==> src/rtl/systolic_operand_feeder_if.sv <==
// Bundle of the signals between the operand feeder, the multiply controller
// and the 3x3 systolic array edges.
//   start, pause      : controller -> feeder commands
//   a_flat, b_flat    : full operand matrices, element [i][j] at [(i*N+j)*W +: W]
//   array_clear       : one-cycle clear pulse towards the array
//   perform_next      : array step strobe, aligned with a_left/b_top
//   a_left, b_top     : skewed edge operands (row i / column j at [k*W +: W])
//   busy, done        : operation status towards the controller
// The master modport is the controller side, the slave modport is the feeder.
interface systolic_operand_feeder_if #(
  parameter int N = 3,
  parameter int W = 8
);
  logic             start;
  logic             pause;
  logic [N*N*W-1:0] a_flat;
  logic [N*N*W-1:0] b_flat;
  logic             array_clear;
  logic             perform_next;
  logic [N*W-1:0]   a_left;
  logic [N*W-1:0]   b_top;
  logic             busy;
  logic             done;

  modport master (
    output start, pause, a_flat, b_flat,
    input  array_clear, perform_next, a_left, b_top, busy, done
  );

  modport slave (
    input  start, pause, a_flat, b_flat,
    output array_clear, perform_next, a_left, b_top, busy, done
  );
endinterface

==> src/rtl/systolic_operand_feeder.sv <==
// Operand feeder for an NxN systolic multiply array.
// Latches A and B on an accepted start, pulses array_clear for one cycle,
// then streams skewed edges: row i of A is delayed i steps, column j of B is
// delayed j steps. 3N-2 strobed steps are issued (the last N-1 carry zeros
// to drain the diagonal), after which done pulses for one cycle.
// Ports:
//   CLK   : clock, all logic on posedge
//   RESET : synchronous active-high reset, aborts any operation
//   bus   : slave side of systolic_operand_feeder_if (see interface header)
// Every output is registered; the registers hold the values shown in the
// cycle that state_q describes, so strobe and operands always move together.
module systolic_operand_feeder #(
  parameter int N = 3,
  parameter int W = 8
) (
  input  logic                      CLK,
  input  logic                      RESET,
  systolic_operand_feeder_if.slave  bus
);

  localparam int STEPS = 3 * N - 2;
  localparam int SW    = (STEPS > 1) ? $clog2(STEPS) : 1;
  localparam logic [SW-1:0] LAST_STEP = SW'(STEPS - 1);

  typedef enum logic [1:0] {
    IDLE  = 2'd0,
    CLEAR = 2'd1,
    FEED  = 2'd2,
    DONE  = 2'd3
  } state_t;

  state_t             state_q, state_d;
  logic [SW-1:0]      step_q, step_d;
  logic [N*N*W-1:0]   a_mat_q, a_mat_d;
  logic [N*N*W-1:0]   b_mat_q, b_mat_d;
  logic               array_clear_q, array_clear_d;
  logic               perform_next_q, perform_next_d;
  logic [N*W-1:0]     a_left_q, a_left_d;
  logic [N*W-1:0]     b_top_q, b_top_d;
  logic               busy_q, busy_d;
  logic               done_q, done_d;
  logic               issue_s;

  // Left edge at step k: row i carries A[i][k-i] when that column exists.
  function automatic logic [N*W-1:0] left_edge(input logic [N*N*W-1:0] m,
                                               input logic [SW-1:0]    k);
    logic [N*W-1:0] r;
    r = '0;
    for (int i = 0; i < N; i++) begin
      if ((int'(k) >= i) && ((int'(k) - i) < N)) begin
        r[i*W +: W] = m[(i*N + (int'(k) - i))*W +: W];
      end else begin
        r[i*W +: W] = '0;
      end
    end
    return r;
  endfunction

  // Top edge at step k: column j carries B[k-j][j] when that row exists.
  function automatic logic [N*W-1:0] top_edge(input logic [N*N*W-1:0] m,
                                              input logic [SW-1:0]    k);
    logic [N*W-1:0] r;
    r = '0;
    for (int j = 0; j < N; j++) begin
      if ((int'(k) >= j) && ((int'(k) - j) < N)) begin
        r[j*W +: W] = m[((int'(k) - j)*N + j)*W +: W];
      end else begin
        r[j*W +: W] = '0;
      end
    end
    return r;
  endfunction

  // Next-state, step counter, operand latch and next output values.
  always_comb begin
    state_d        = state_q;
    step_d         = step_q;
    a_mat_d        = a_mat_q;
    b_mat_d        = b_mat_q;
    array_clear_d  = 1'b0;
    perform_next_d = 1'b0;
    a_left_d       = '0;
    b_top_d        = '0;
    busy_d         = 1'b0;
    done_d         = 1'b0;
    issue_s        = 1'b0;

    case (state_q)
      IDLE: begin
        if (bus.start) begin
          state_d       = CLEAR;
          a_mat_d       = bus.a_flat;
          b_mat_d       = bus.b_flat;
          array_clear_d = 1'b1;
          busy_d        = 1'b1;
        end else begin
          state_d = IDLE;
        end
      end
      CLEAR: begin
        // Step 0 (or a pause bubble) is decided on the way out of CLEAR.
        state_d = FEED;
        step_d  = '0;
        busy_d  = 1'b1;
        issue_s = 1'b1;
      end
      FEED: begin
        // step_q is the step on display; it only advances once that step
        // was actually strobed, so pause bubbles hold it.
        if (perform_next_q && (step_q == LAST_STEP)) begin
          state_d = DONE;
          done_d  = 1'b1;
        end else begin
          if (perform_next_q) begin
            step_d = step_q + SW'(1);
          end else begin
            step_d = step_q;
          end
          busy_d  = 1'b1;
          issue_s = 1'b1;
        end
      end
      DONE: begin
        state_d = IDLE;
      end
      default: begin
        state_d = IDLE;
      end
    endcase

    if (issue_s && !bus.pause) begin
      perform_next_d = 1'b1;
      a_left_d       = left_edge(a_mat_q, step_d);
      b_top_d        = top_edge(b_mat_q, step_d);
    end else begin
      perform_next_d = 1'b0;
    end
  end

  // State, step counter, latched operands and registered outputs.
  always_ff @(posedge CLK) begin
    if (RESET) begin
      state_q        <= IDLE;
      step_q         <= '0;
      a_mat_q        <= '0;
      b_mat_q        <= '0;
      array_clear_q  <= 1'b0;
      perform_next_q <= 1'b0;
      a_left_q       <= '0;
      b_top_q        <= '0;
      busy_q         <= 1'b0;
      done_q         <= 1'b0;
    end else begin
      state_q        <= state_d;
      step_q         <= step_d;
      a_mat_q        <= a_mat_d;
      b_mat_q        <= b_mat_d;
      array_clear_q  <= array_clear_d;
      perform_next_q <= perform_next_d;
      a_left_q       <= a_left_d;
      b_top_q        <= b_top_d;
      busy_q         <= busy_d;
      done_q         <= done_d;
    end
  end

  assign bus.array_clear  = array_clear_q;
  assign bus.perform_next = perform_next_q;
  assign bus.a_left       = a_left_q;
  assign bus.b_top        = b_top_q;
  assign bus.busy         = busy_q;
  assign bus.done         = done_q;

endmodule
==> src/flat_wrapper.sv <==
// flat-port wrapper written by rule: the top's interface ports become plain ports
module systolic_operand_feeder_flat 
#(
  parameter int N = 3,
  parameter int W = 8
)
  (CLK, RESET, bus_start, bus_pause, bus_a_flat, bus_b_flat, bus_array_clear, bus_perform_next, bus_a_left, bus_b_top, bus_busy, bus_done);
  systolic_operand_feeder_if #(.N(N), .W(W)) bus_i ();
  input  logic CLK;
  input  logic RESET;
  input wire logic [$bits(bus_i.start)-1:0] bus_start;
  input wire logic [$bits(bus_i.pause)-1:0] bus_pause;
  input wire logic [$bits(bus_i.a_flat)-1:0] bus_a_flat;
  input wire logic [$bits(bus_i.b_flat)-1:0] bus_b_flat;
  output wire logic [$bits(bus_i.array_clear)-1:0] bus_array_clear;
  output wire logic [$bits(bus_i.perform_next)-1:0] bus_perform_next;
  output wire logic [$bits(bus_i.a_left)-1:0] bus_a_left;
  output wire logic [$bits(bus_i.b_top)-1:0] bus_b_top;
  output wire logic [$bits(bus_i.busy)-1:0] bus_busy;
  output wire logic [$bits(bus_i.done)-1:0] bus_done;
  assign bus_i.start = bus_start;
  assign bus_i.pause = bus_pause;
  assign bus_i.a_flat = bus_a_flat;
  assign bus_i.b_flat = bus_b_flat;
  assign bus_array_clear = bus_i.array_clear;
  assign bus_perform_next = bus_i.perform_next;
  assign bus_a_left = bus_i.a_left;
  assign bus_b_top = bus_i.b_top;
  assign bus_busy = bus_i.busy;
  assign bus_done = bus_i.done;
  systolic_operand_feeder #(.N(N), .W(W)) u_core (.CLK(CLK), .RESET(RESET), .bus(bus_i));
endmodule
==> config.mk <==
export PLATFORM = sky130hd
export DESIGN_NAME = systolic_operand_feeder_flat
export DESIGN_NICKNAME = d
export VERILOG_FILES = /design/src/rtl/systolic_operand_feeder_if.sv /design/src/rtl/systolic_operand_feeder.sv /design/src/flat_wrapper.sv
export SDC_FILE = /design/constraint.sdc
export NUM_CORES = 1
export LEC_CHECK = 0
export BUFFER_PORTS_ARGS = -buffer_cell sky130_fd_sc_hd__buf_2
export CORE_MARGIN = 2
export CORE_UTILIZATION = 39
export DETAILED_ROUTE_END_ITERATION = 16
export HOLD_SLACK_MARGIN = 0.15
export PLACE_DENSITY = 0.62
export SYNTH_ARGS = -nofsm -noshare
export SYNTH_HDL_FRONTEND = slang
export SYNTH_SLANG_ARGS = --single-unit
export TNS_END_PERCENT = 100
==> constraint.sdc <==
create_clock -name CLK -period 4.98 [get_ports CLK]
set_clock_uncertainty 0.1 [all_clocks]
set_input_delay 1.494 -clock CLK [delete_from_list [all_inputs] [get_ports CLK]]
set_output_delay 1.494 -clock CLK [all_outputs]
set_load 0.05 [all_outputs]
; Yosys cells after proc, flatten, opt, wreduce, memory -nomap -nowiden
; Cells that the tools add are included.
[totals]
ff_bits = 201
in_bits = 148
out_inout_bits = 52
wordCells = 70
[op_classes]
addsub = 7
mul = 3
n_lt_le_gt_ge = 5
eq_ne = 5
n_shift = 6
n_mux = 12
bitwise_logic = 6
n_reduce_logical = 12
[ops]
columns = cell, count
row1 = 72-bit by 32-bit indexed part select with 8-bit output, 5
row2 = 72-bit by 7-bit indexed part select with 8-bit output, 1
row3 = "29-bit by 2-bit adder with 29-bit output, second input constant", 1
row4 = "29-bit by 3-bit adder with 29-bit output, second input constant", 1
row5 = "4-bit by 3-bit multiplier with 7-bit output, second input constant", 2
row6 = 3-bit OR reduction, 3
row7 = "4-bit by 3-bit < comparator with 1-bit output, second input constant", 2
row8 = 2-bit case mux with 4 select lines, 1
row9 = 3-bit 2-to-1 mux, 2
row10 = 1-bit inverter, 6
row11 = 3-bit case mux with 2 select lines, 1
row12 = "3-bit by 4-bit adder with 5-bit output, first input constant", 1
row13 = "4-bit by 4-bit adder with 5-bit output, first input constant", 1
row14 = "3-bit by 2-bit multiplier with 5-bit output, second input constant", 1
row15 = 1-bit 2-to-1 mux, 5
row16 = "2-bit == test, second input constant", 2
row17 = 1-bit logical AND, 4
row18 = 2-bit OR reduction, 2
row19 = "3-bit by 1-bit subtractor with 4-bit output, second input constant", 1
row20 = "3-bit by 2-bit subtractor with 4-bit output, second input constant", 1
row21 = "3-bit by 1-bit adder with 3-bit output, second input constant", 1
row22 = "3-bit == test, second input constant", 1
row23 = "3-bit by 1-bit >= comparator with 1-bit output, second input constant", 1
row24 = "3-bit by 2-bit >= comparator with 1-bit output, second input constant", 1
row25 = 9 further kinds, 9

; Longest topological paths before layout
[logic_depth]
ltp_word = 9
ltp_mapped = 22
depth_no_buf = 18

; Worst setup path after synthesis
; OpenSTA, ideal clock, no wires.
[synth_path]
path_kind = register to register
start = register u_core.step_q[0]
end = register u_core.b_top_q[10] (netlist: u_core.bus.b_top[10])
setup_ns = 0.073
t_arrival_ns = 4.763
required_time_ns = 4.807
setup_slack_ns = 0.044
path_stages_with_launch = 20
n_path_buf = 3
synth_period_minus_slack_ns = 4.936
path_cell_list = dfxtp_1 -> inv_1 -> ha_1 -> a21boi_2 -> mux2i_1 -> o2bb2ai_4 -> inv_1 -> buf_2 -> buf_2 -> ha_1 -> clkbuf_1 -> and2_1 -> ha_1 -> fa_1 -> nand2_1 -> nor4_1 -> mux2i_1 -> mux2i_1 -> nand3_1 -> a21oi_1
[synth_via]
elab_chain_len = 9
word_cells_on_any_way = 19
cone_classes = add/sub: 3 / mul: 1 / order compare: 2 / eq/ne: 1 / shift: 1 / mux: 5 / bitwise: 2 / reduce/logical: 4
[synth_rtl]
columns = item, line_no
row1 = start: declaration, systolic_operand_feeder.sv:33  ; logic [SW-1:0] step_q, step_d;
row2 = start signal: assignment, systolic_operand_feeder.sv:155  ; step_q <= step_d;
row3 = branches (longest 9 deep; another with 29-bit by 2-bit adder with 29-bit output), n/a
row4 = end signal: assignment, systolic_operand_feeder.sv:161  ; b_top_q <= b_top_d;
row5 = end: declaration, systolic_operand_feeder.sv:39  ; logic [N*W-1:0] b_top_q, b_top_d;
; Parallel ways; which one is timed is not known.
; A chain may end at the register's enable or synchronous reset.

; Worst setup path in the final report
[layout_path]
start = register u_core.state_q[1]
end = register u_core.b_top_q[15] (netlist: u_core.bus.b_top[15])
[layout_via]
elab_chain_len = 7
word_cells_on_any_way = 15
cone_classes = add/sub: 2 / mul: 1 / order compare: 2 / eq/ne: 2 / shift: 1 / mux: 2 / bitwise: 2 / reduce/logical: 3
[layout_rtl]
columns = item, line_no
row1 = start: declaration, systolic_operand_feeder.sv:32  ; state_t state_q, state_d;
row2 = start signal: assignment, systolic_operand_feeder.sv:154  ; state_q <= state_d;
row3 = branches (longest 7 deep; another with 29-bit by 2-bit adder with 29-bit output), n/a
; Parallel ways; which one is timed is not known.

==> results.sh <==
export IMPL_status="finished clean"
export IMPL_clockBufferDepth=3
export IMPL_area_growth_pct=19.1
export IMPL_ctsResizeCount=0
export IMPL_synth_area_um2=9830
export IMPL_htree_levels=1
export IMPL_drc=0
export IMPL_cts_tree="yes"
export IMPL_slew_headroom=0.328
export IMPL_synth_edf_count=0
export IMPL_crit_type="reg2reg"
export IMPL_pre_cts_slack_ns=0.170
export IMPL_grt_max_degree=99
export IMPL_cp_max_fo=8
export IMPL_cts_setup_buffers=0
export IMPL_coreArea_um2=25000
export IMPL_min_delay_start="u_core.a_mat_q[3]"
export IMPL_dr_pass1_iters=8
export IMPL_ys_seq_elements=201
export IMPL_nets=1535
export IMPL_tightest_slew_ns=1.01
export IMPL_vias=9191
export IMPL_cp_required_ns=5.30
export IMPL_antenna_found_initial=0
export IMPL_post_drt_wl_per_cell_um=18.4
export IMPL_die_w_um=163
export IMPL_fin_crit_ns=4.69
export IMPL_gp_congestion=0.933
export IMPL_setup_viol=0
export IMPL_vdd_drop_max_mv=0.183
export IMPL_period_share=0.942
export IMPL_grt_pass1_wl_mm=47.5
export IMPL_fp_dieH_um=163
export IMPL_via_per_inst=5.41
export IMPL_dieArea_um2=26500
export IMPL_leakage_uw=0.00491
export IMPL_r2r_slack_ns=0.29
export IMPL_fin_ws_ns=0.291
export IMPL_start_util=0.394
export IMPL_layout_drive_gt1_share=0.213
export IMPL_worstSetupStartpointType="register"
export IMPL_ys_seq_area_frac=0.409
export IMPL_grt_overflow=0
export IMPL_hold_end="u_core.a_mat_q[3]"
export IMPL_r2r_end="u_core.bus.b_top[15]"
export IMPL_routed_wl_mm=31.2
export IMPL_io_pins=200
export IMPL_rsz0062_at_grt="no"
export IMPL_hold_class="reg2reg"
export IMPL_drtAntennaViolNets=0
export IMPL_fin_tns_setup_ns=0
export IMPL_clk_pin_slew_ns=0.06
export IMPL_fmaxAchievable_mhz=213
export IMPL_cts_root_buf="clkbuf_16"
export IMPL_synth_async_sr_flop_share=0
export IMPL_final_core_util=0.469
export IMPL_synthFlopType="dfxtp_1"
export IMPL_clock_sinks=201
export IMPL_antenna_cells=0
export IMPL_grt_pass1_vias=8411
export IMPL_r2r_cells=18
export IMPL_cts_hold_buf=0
export IMPL_io_buffers=199
export IMPL_clk_latency_ns=0.50
export IMPL_end_kind="register"
export IMPL_ys_warn_count=0
export IMPL_dp_hpwl_mm=22.8
export IMPL_power_density_nw_per_um2=393
export IMPL_rows=58
export IMPL_final_hold_viol_count=0
export IMPL_hold_depth=2
export IMPL_synth_fp_nets=1375
export IMPL_synthCells=1199
export IMPL_arrival_ns=5.01
export IMPL_timing_rr_start="u_core.state_q[1]"
export IMPL_cts_inserted_buffers=21
export IMPL_avgSynthCellArea_um2=8.20
export IMPL_drt_iter0_markers=919
export IMPL_synth_cell_type_count=58
export IMPL_grtUsageTotal=0.228
export IMPL_maxCapViolations=0
export IMPL_drv_slew=0
-- kinds of logic after synthesis --
| kind of cell | Yosys count | synth area share |
|---|---|---|
| simple gates | 483 | 0.205 |
| compound gates | 281 | 0.167 |
| flops | 201 | 0.409 |
| xor+xnor | 16 | 0.0150 |
| buf+inv | 94 | 0.0420 |
| mux | 96 | 0.125 |
| fa+ha+maj | 28 | 0.0364 |
-- power by group --
| part | internal, µW | total (µW) | switching, µW |
|---|---|---|---|
| clock | 816 | 1440 | 627 |
| combinational | 389 | 1100 | 715 |
| sequential | 1830 | 2060 | 235 |
-- how the worst max path moves through the flow --
stage / end / start / slack, ns / depth (start not counted)
floorplan: u_core.bus.b_top[10] / u_core.step_q[0] / 0.04 / 19
global placement: u_core.bus.b_top[15] / u_core.step_q[0] / 0.40 / 18
detailed placement: u_core.bus.b_top[15] / u_core.step_q[0] / 0.17 / 18
CTS: u_core.bus.b_top[15] / u_core.step_q[0] / 0.14 / 18
global route: u_core.bus.b_top[10] / u_core.state_q[0] / 0.009 / 18
finish: u_core.bus.b_top[15] / u_core.state_q[1] / 0.29 / 18
-- routing by layer --
layer	part of all wire	track usage	vias to the layer above	wire [µm]
met3	0.095	0.0519	42	2970
met2	0.41	0.316	409	12800
met1	0.48	0.354	4294	14800
li1	-	-	4446	-
met5	0	0	-	0
met4	0.020	0.0551	0	634
-- stage by stage --
stage                     instances  total power, µW  cell area, µm²  hold WS, ns
final                          1700             4610           11700        0.360
after global routing           1700             4850           11700        0.389
after CTS                      1700             4620           11700        0.359
after detailed placement       1666             3190           11100        0.350
after global placement         1666             3160           11100        0.343
after floorplan                1199             2790            9830        0.333
-- Yosys cell counts (all sizes together) (2+ instances only) --
cell type	number	area share
and3	7	0.0045
clkbuf	60	0.023
a311oi	5	0.0062
mux2i	72	0.073
inv	13	0.0050
a32oi	8	0.0071
a211oi	6	0.0051
a31oi	8	0.0051
xor2	6	0.0053
dfxtp	201	0.41
or4	2	0.0015
a211o	8	0.0071
nand3	38	0.019
nor2b	3	0.0019
a21oi	198	0.10
nor4	2	0.0028
o221ai	4	0.0036
a22oi	5	0.0038
nand2	380	0.15
buf	20	0.014
o21ai	19	0.010
o22ai	10	0.0064
a21o	4	0.0031
and2	9	0.0057
ha	27	0.034
xnor2	10	0.0097
nand4	2	0.0019
nor3	8	0.0051
nand2b	4	0.0025
mux4	21	0.048
mux2	3	0.0034
nor2	20	0.0076
nand3b	5	0.0038
-- worst max-delay path, cell delays in order (launching register included) --
cell       delay [ns]
dfxtp_1          0.39
inv_1            0.11
ha_1             0.43
nor2b_1          0.20
mux2i_1          0.13
o2bb2ai_4        0.17
inv_1            0.09
ha_1             0.19
ha_1             0.35
inv_1            0.10
ha_1             0.28
ha_1             0.23
fa_1             0.60
nand2_1          0.07
nor4_1           0.24
mux2i_1          0.27
mux2i_1          0.24
nand3_2          0.21
a21oi_1          0.20
-- state kept, by name, indices dropped and copies added, names as in the netlist --
signal                   count
u_core.state_q               2
u_core.bus.done              1
u_core.bus.a_left           24
u_core.a_mat_q              72
u_core.bus.busy              1
u_core.bus.perform_next      1
u_core.bus.array_clear       1
u_core.bus.b_top            24
u_core.b_mat_q              72
u_core.step_q                3
-- placed cells by master, fill, tap and decap left out, types with 4 or more instances in the layout --
cell type and n:
buf_4 16, a21o_1 4, xnor2_1 9, clkbuf_16 21, nor3_1 6, a311oi_1 4, nand3b_1 5, xor2_1 5
nand3_1 37, nand2_1 378, o21ai_1 4, clkinv_2 4, a211o_1 8, a31oi_1 8, a21oi_1 197, nand2b_1 4
ha_1 27, nor2_1 20, o221ai_1 4, buf_2 198, a211oi_1 5, clkbuf_1 6, a32oi_1 8, o22ai_1 10
mux4_2 21, and2_1 7, mux2i_1 72, a22oi_1 5, and3_1 7, dfxtp_1 200, inv_1 11, o21ai_0 14
-- layout make-up --
class / instances / area (µm²)
clock inverter: 4 / 20.0
sequential: 201 / 4030
multi-input combinational: 904 / 5440
fill: 2536 / 13300
tap: 330 / 413
clock buffer: 30 / 589
inverter: 14 / 52.6
timing repair buffer: 217 / 1170
No activity file was read; power rests on OpenSTA's default activity.
